## src/rtl/bin2bcd_blank_seq.sv

```systemverilog
// Iterative binary-to-BCD converter (shift-and-add-3) with leading-zero blank mask
// and overflow saturation. It feeds the 8-digit 7-segment display driver.
module bin2bcd_blank_seq #(
  parameter int unsigned BIN_W  = 27,
  parameter int unsigned DIGITS = 8
) (
  input  logic                  clk,
  input  logic                  rst,
  input  logic                  start_i,
  input  logic [BIN_W-1:0]      bin_in_i,
  output logic [4*DIGITS-1:0]   digits_out_o,
  output logic [DIGITS-1:0]     blank_out_o,
  output logic                  busy_o,
  output logic                  done_o,
  output logic                  ovf_o
);

  localparam int unsigned BCD_W = 4 * DIGITS;
  localparam int unsigned CNT_W = $clog2(BIN_W + 1);

  function automatic logic [63:0] pow10(input int unsigned n);
    logic [63:0] p;
    p = 64'd1;
    for (int unsigned k = 0; k < n; k++) p = p * 64'd10;
    return p;
  endfunction

  localparam logic [63:0] MAX_VAL = pow10(DIGITS) - 64'd1;

  typedef enum logic [1:0] {
    IDLE   = 2'd0,
    SHIFT  = 2'd1,
    FINISH = 2'd2
  } state_e;

  state_e             state_q;
  logic [BIN_W-1:0]   bin_q, bin_d;
  logic [BCD_W-1:0]   bcd_q, bcd_d;
  logic [CNT_W-1:0]   cnt_q;
  logic               ovf_pend_q;
  logic [BCD_W-1:0]   digits_q;
  logic [DIGITS-1:0]  blank_q;
  logic               busy_q, done_q, ovf_q;

  logic [BCD_W-1:0]         adj;
  logic [BCD_W+BIN_W-1:0]   sh;
  logic [DIGITS-1:0]        blank_c;
  logic                     zero_above;

  // Add-3 on every nibble >= 5, then shift the {bcd, bin} pair left by one.
  always_comb begin
    adj = bcd_q;
    for (int i = 0; i < int'(DIGITS); i++) begin
      if (bcd_q[4*i +: 4] >= 4'd5) adj[4*i +: 4] = bcd_q[4*i +: 4] + 4'd3;
    end
    sh    = {adj, bin_q} << 1;
    bcd_d = sh[BIN_W +: BCD_W];
    bin_d = sh[BIN_W-1:0];
  end

  // A digit blanks only when it and every digit above it are zero; digit 0 never blanks.
  always_comb begin
    blank_c    = '0;
    zero_above = 1'b1;
    for (int i = int'(DIGITS) - 1; i >= 1; i--) begin
      zero_above = zero_above & (bcd_q[4*i +: 4] == 4'd0);
      blank_c[i] = zero_above;
    end
  end

  always_ff @(posedge clk or posedge rst) begin
    if (rst) begin
      state_q    <= IDLE;
      bin_q      <= '0;
      bcd_q      <= '0;
      cnt_q      <= '0;
      ovf_pend_q <= 1'b0;
      digits_q   <= '0;
      blank_q    <= {{(DIGITS-1){1'b1}}, 1'b0};
      busy_q     <= 1'b0;
      done_q     <= 1'b0;
      ovf_q      <= 1'b0;
    end else begin
      done_q <= 1'b0;
      case (state_q)
        IDLE: begin
          if (start_i) begin
            bin_q      <= bin_in_i;
            bcd_q      <= '0;
            cnt_q      <= '0;
            ovf_pend_q <= (64'(bin_in_i) > MAX_VAL);
            busy_q     <= 1'b1;
            state_q    <= SHIFT;
          end
        end
        SHIFT: begin
          bcd_q <= bcd_d;
          bin_q <= bin_d;
          cnt_q <= cnt_q + CNT_W'(1);
          if (cnt_q == CNT_W'(BIN_W - 1)) state_q <= FINISH;
        end
        FINISH: begin
          if (ovf_pend_q) begin
            digits_q <= {DIGITS{4'h9}};
            blank_q  <= '0;
          end else begin
            digits_q <= bcd_q;
            blank_q  <= blank_c;
          end
          ovf_q   <= ovf_pend_q;
          done_q  <= 1'b1;
          busy_q  <= 1'b0;
          state_q <= IDLE;
        end
        default: state_q <= IDLE;
      endcase
    end
  end

  assign digits_out_o = digits_q;
  assign blank_out_o  = blank_q;
  assign busy_o       = busy_q;
  assign done_o       = done_q;
  assign ovf_o        = ovf_q;

endmodule

```

## config.mk

```make
export PLATFORM = sky130hd
export DESIGN_NAME = bin2bcd_blank_seq
export DESIGN_NICKNAME = d
export VERILOG_FILES = /design/src/rtl/bin2bcd_blank_seq.sv
export SDC_FILE = /design/constraint.sdc
export NUM_CORES = 1
export LEC_CHECK = 0
export ABC_CLOCK_PERIOD_IN_PS = 9200
export CAP_MARGIN = 30
export CORE_MARGIN = 5
export CORE_UTILIZATION = 60
export CTS_BUF_LIST = sky130_fd_sc_hd__clkbuf_8 sky130_fd_sc_hd__clkbuf_16
export DETAILED_ROUTE_END_ITERATION = 16
export DONT_BUFFER_PORTS = 1
export GPL_ROUTABILITY_DRIVEN = 0
export PLACE_DENSITY = 0.84
export RECOVER_POWER = 50
export SYNTH_ARGS = -nofsm -noshare
export SYNTH_HDL_FRONTEND = slang
export SYNTH_SLANG_ARGS = --single-unit
export TNS_END_PERCENT = 50
```

## constraint.sdc

```tcl
create_clock -name clk -period 9.2 [get_ports clk]
set_input_delay 1.84 -clock clk [delete_from_list [all_inputs] [get_ports clk]]
set_output_delay 1.84 -clock clk [all_outputs]
set_load 0.02 [all_outputs]
```

==> metrics.cfg <==
[status]
status = finished with violations
violations = max-capacitance violations, max-slew violations

[clocking]
cts_max_path_buffers = 2
cts_tree = yes
postCtsSetupBuffers = 0
cts_sinks = 109
postCtsHoldBufs = 0
root_buffer = clkbuf_8
htree_num_levels = 3
clkSlewWorstSetupHoldPaths_ns = 0.11
clk_latency_ns = 0.37
numCtsBuffers = 9
cts_resized = 0

[power]
power_frac_comb_pct = 35.2
p_per_area_nw_per_um2 = 339
leakage_nw = 2.58
p_sw_mw = 0.796
p_seq_share_pct = 47.6
clkPwrFrac_pct = 17.2
p_sw_share_pct = 41.8
internal_power_mw = 1.11
vdd_ir_drop_max_v = 0.000142

[job]
maxCapViolations = 3

[cells_and_area]
seqCellArea_um2 = 2740
nNetsFinal = 603
n_fill_cell = 685
drive_gt1_share_pct = 5.61
multi_input_area_um2 = 2400
syn_to_final_growth_pct = 4.95

[min_path]
min_path_type = reg -> reg

[global_routing]
met2_usage_pct = 31.8
grt_max_degree = 71
met1_usage_pct = 28.6
grt_pass1_vias = 3958
track_usage_pct = 20.8
antenna_found_initial = 2
use_met3_pct = 5.83
grt_first_pass_wirelength_um = 18900
grt_busiest_layer = met2
overflow = 0

[placement]
io_buffers = 0
hpwlAfterDp_um = 7570

[die]
rows = 34
die_width_um = 104
dieArea_um2 = 10900
start_util_pct = 61.4
die_h_um = 104
coreArea_um2 = 8720
io_pins = 73

[synthesis]
syn_area_um2 = 5350
yosysWarningCount = 0
yosysSeqAreaShare_pct = 51.1
synthCells = 565
ys_ff_latch = 109
synth_area_per_cell_um2 = 9.48
synth_cell_types = 38
syn_nets = 620

[timing]
worst_hold_slack_ns = 0.492
drv_slew = 137
timing.setup.tns_ns = 0
period_share_pct = 44.3
hold_viol = 0
setup_viol = 0
timing.slew.headroom_pct = -63.4
fmax_mhz = 246
rsz0062_at_grt = no
max_slew.worst_pin.slew_ns = 2.45
min_period_ns = 4.07
worst_clock_skew_ns = 0.0150

[route]
drt-initial-drc-count = 169
routedWlPerCell_um = 16.6
drtPass1Iterations = 5
via_count = 4029
ant_nets = 0
wl_um = 11000
drc = 0
viasPerCell = 6.08

[setup_path]
critPathArrivalTime_ns = 4.33
required_ns = 9.46
cp-start-kind = flop
crit_fanout = 61
path_class = reg -> reg
crit_path_end_kind = flop

-- path summary, 6_finish.rpt --
path / from / slack, ns / endpoint / cells past startpoint
max in group asynchronous: rst / 5.93 / bin_q[9]$_DFFE_PP0P_ / 2
hold / removal: bin_q[11]$_DFFE_PP0P_ / 0.49 / bin_q[11]$_DFFE_PP0P_ / 2
setup reg to reg: state_q[1]$_DFFE_PP0P_ / 5.13 / digits_out_o[16]$_DFFE_PP0P_ / 5
hold reg to reg: bin_q[11]$_DFFE_PP0P_ / 0.49 / bin_q[11]$_DFFE_PP0P_ / 2
min in group asynchronous: rst / 1.73 / digits_out_o[23]$_DFFE_PP0P_ / 1
setup / recovery: state_q[1]$_DFFE_PP0P_ / 5.13 / digits_out_o[16]$_DFFE_PP0P_ / 5
-- worst max-delay path, stage by stage, from the launching register on --
cell and delay, ns:
dfrtp_1 0.72, nand2b_2 0.18, clkbuf_1 1.76, inv_1 0.86
o21ai_0 0.32, nand2_1 0.09
-- power groups by stage --
stage	clock network (mW)	logic, mW	registers, mW
global placement	0	0.638	0.906
detailed placement	0	0.678	0.915
global route	0.355	0.777	0.935
finish	0.328	0.671	0.906
CTS	0.333	0.679	0.907
floorplan	0	0.548	0.869
-- sequential cells by signal, summed over array words and instances (netlist names) --
name	flops
blank_out_o	7
done_o	1
state_q	2
ovf_o	1
bin_q	27
digits_out_o	32
ovf_pend_q	1
busy_o	1
cnt_q	5
bcd_q	32
-- layout by cell type, fill, tap and decap left out, types with 8 or more instances in the layout --
master / n
nor2_1: 17
clkbuf_8: 9
o22ai_1: 14
and3b_1: 20
nand2b_1: 19
nand2_1: 97
o21ai_0: 77
a32o_1: 8
o31ai_1: 16
ha_1: 25
a21oi_1: 50
dfrtp_1: 102
xnor2_1: 8
inv_1: 19
nand4_1: 8
-- cells in the mapped netlist --
| master | instances | area share (%) |
|---|---|---|
| dfrtp_1 | 102 | 48 |
| nand2_1 | 97 | 6.8 |
| o21ai_0 | 74 | 6.9 |
| a21oi_1 | 50 | 4.7 |
| ha_1 | 25 | 5.8 |
| clkbuf_1 | 24 | 1.7 |
| and3b_1 | 20 | 3.3 |
| inv_1 | 20 | 1.4 |
| nand2b_1 | 20 | 2.3 |
| nor2_1 | 17 | 1.2 |
| o31ai_1 | 16 | 2.2 |
| o22ai_1 | 14 | 1.6 |
| a32o_1 | 8 | 1.5 |
| nand4_1 | 8 | 0.93 |
| xnor2_1 | 8 | 1.3 |
| dfstp_2 | 7 | 3.4 |
| nor2b_1 | 7 | 0.82 |
| nor3b_1 | 7 | 0.98 |
| buf_2 | 6 | 0.56 |
| a22oi_1 | 5 | 0.70 |
| o21ai_1 | 5 | 0.47 |
| buf_1 | 4 | 0.28 |
| nand3_1 | 4 | 0.37 |
| and4b_1 | 2 | 0.37 |
| nor4b_1 | 2 | 0.33 |
| a21o_1 | 1 | 0.14 |
| a221o_1 | 1 | 0.19 |
| a22o_1 | 1 | 0.16 |
| and2_1 | 1 | 0.12 |
| and3b_2 | 1 | 0.19 |
| buf_4 | 1 | 0.14 |
| conb_1 | 1 | 0.070 |
| nor4_2 | 1 | 0.23 |
| nor4b_4 | 1 | 0.44 |
| o32ai_1 | 1 | 0.16 |
| or2_2 | 1 | 0.12 |
| or4_1 | 1 | 0.14 |
| xor2_1 | 1 | 0.16 |
-- layer usage --
layer	wire, um	part of all wire, %
met1	4930	45
met2	4980	45
met3	880	8.0
met4	222	2.0
met5	0	0
-- through the flow --
step / worst slack (ns) / cells / cell area, um^2 / util (%) / power (mW)
global placement: 6.04 / 645 / 5400 / 62.0 / 1.54
detailed placement: 6.01 / 645 / 5400 / 62.0 / 1.59
finish: 5.13 / 663 / 5620 / 64.4 / 1.91
CTS: 6.37 / 661 / 5630 / 64.6 / 1.92
global route: 4.71 / 663 / 5620 / 64.4 / 2.07
floorplan: 4.50 / 565 / 5350 / - / 1.42
-- logic make-up after synthesis --
family | Yosys count | share of synthesized area [%]
XOR/XNOR | 9 | 1.47
AO/OA/AOI/OAI | 176 | 18.8
flip-flops | 109 | 51.1
adder cells (fa/ha/maj) | 25 | 5.84
other | 1 | 0.0700
AND/OR/NAND/NOR | 190 | 18.6
buffers and inverters | 55 | 4.07
-- area by class of cell --
class                      count  area share (%)
sequential                   109            48.7
clock buffer                   9            2.20
timing repair buffer           7           0.735
antenna                        2          0.0891
tap                          108            2.40
multi-input combinational    401            42.6
inverter                      20            1.36
clock inverter                 7            1.87
No activity file was read; power rests on OpenSTA's default activity.
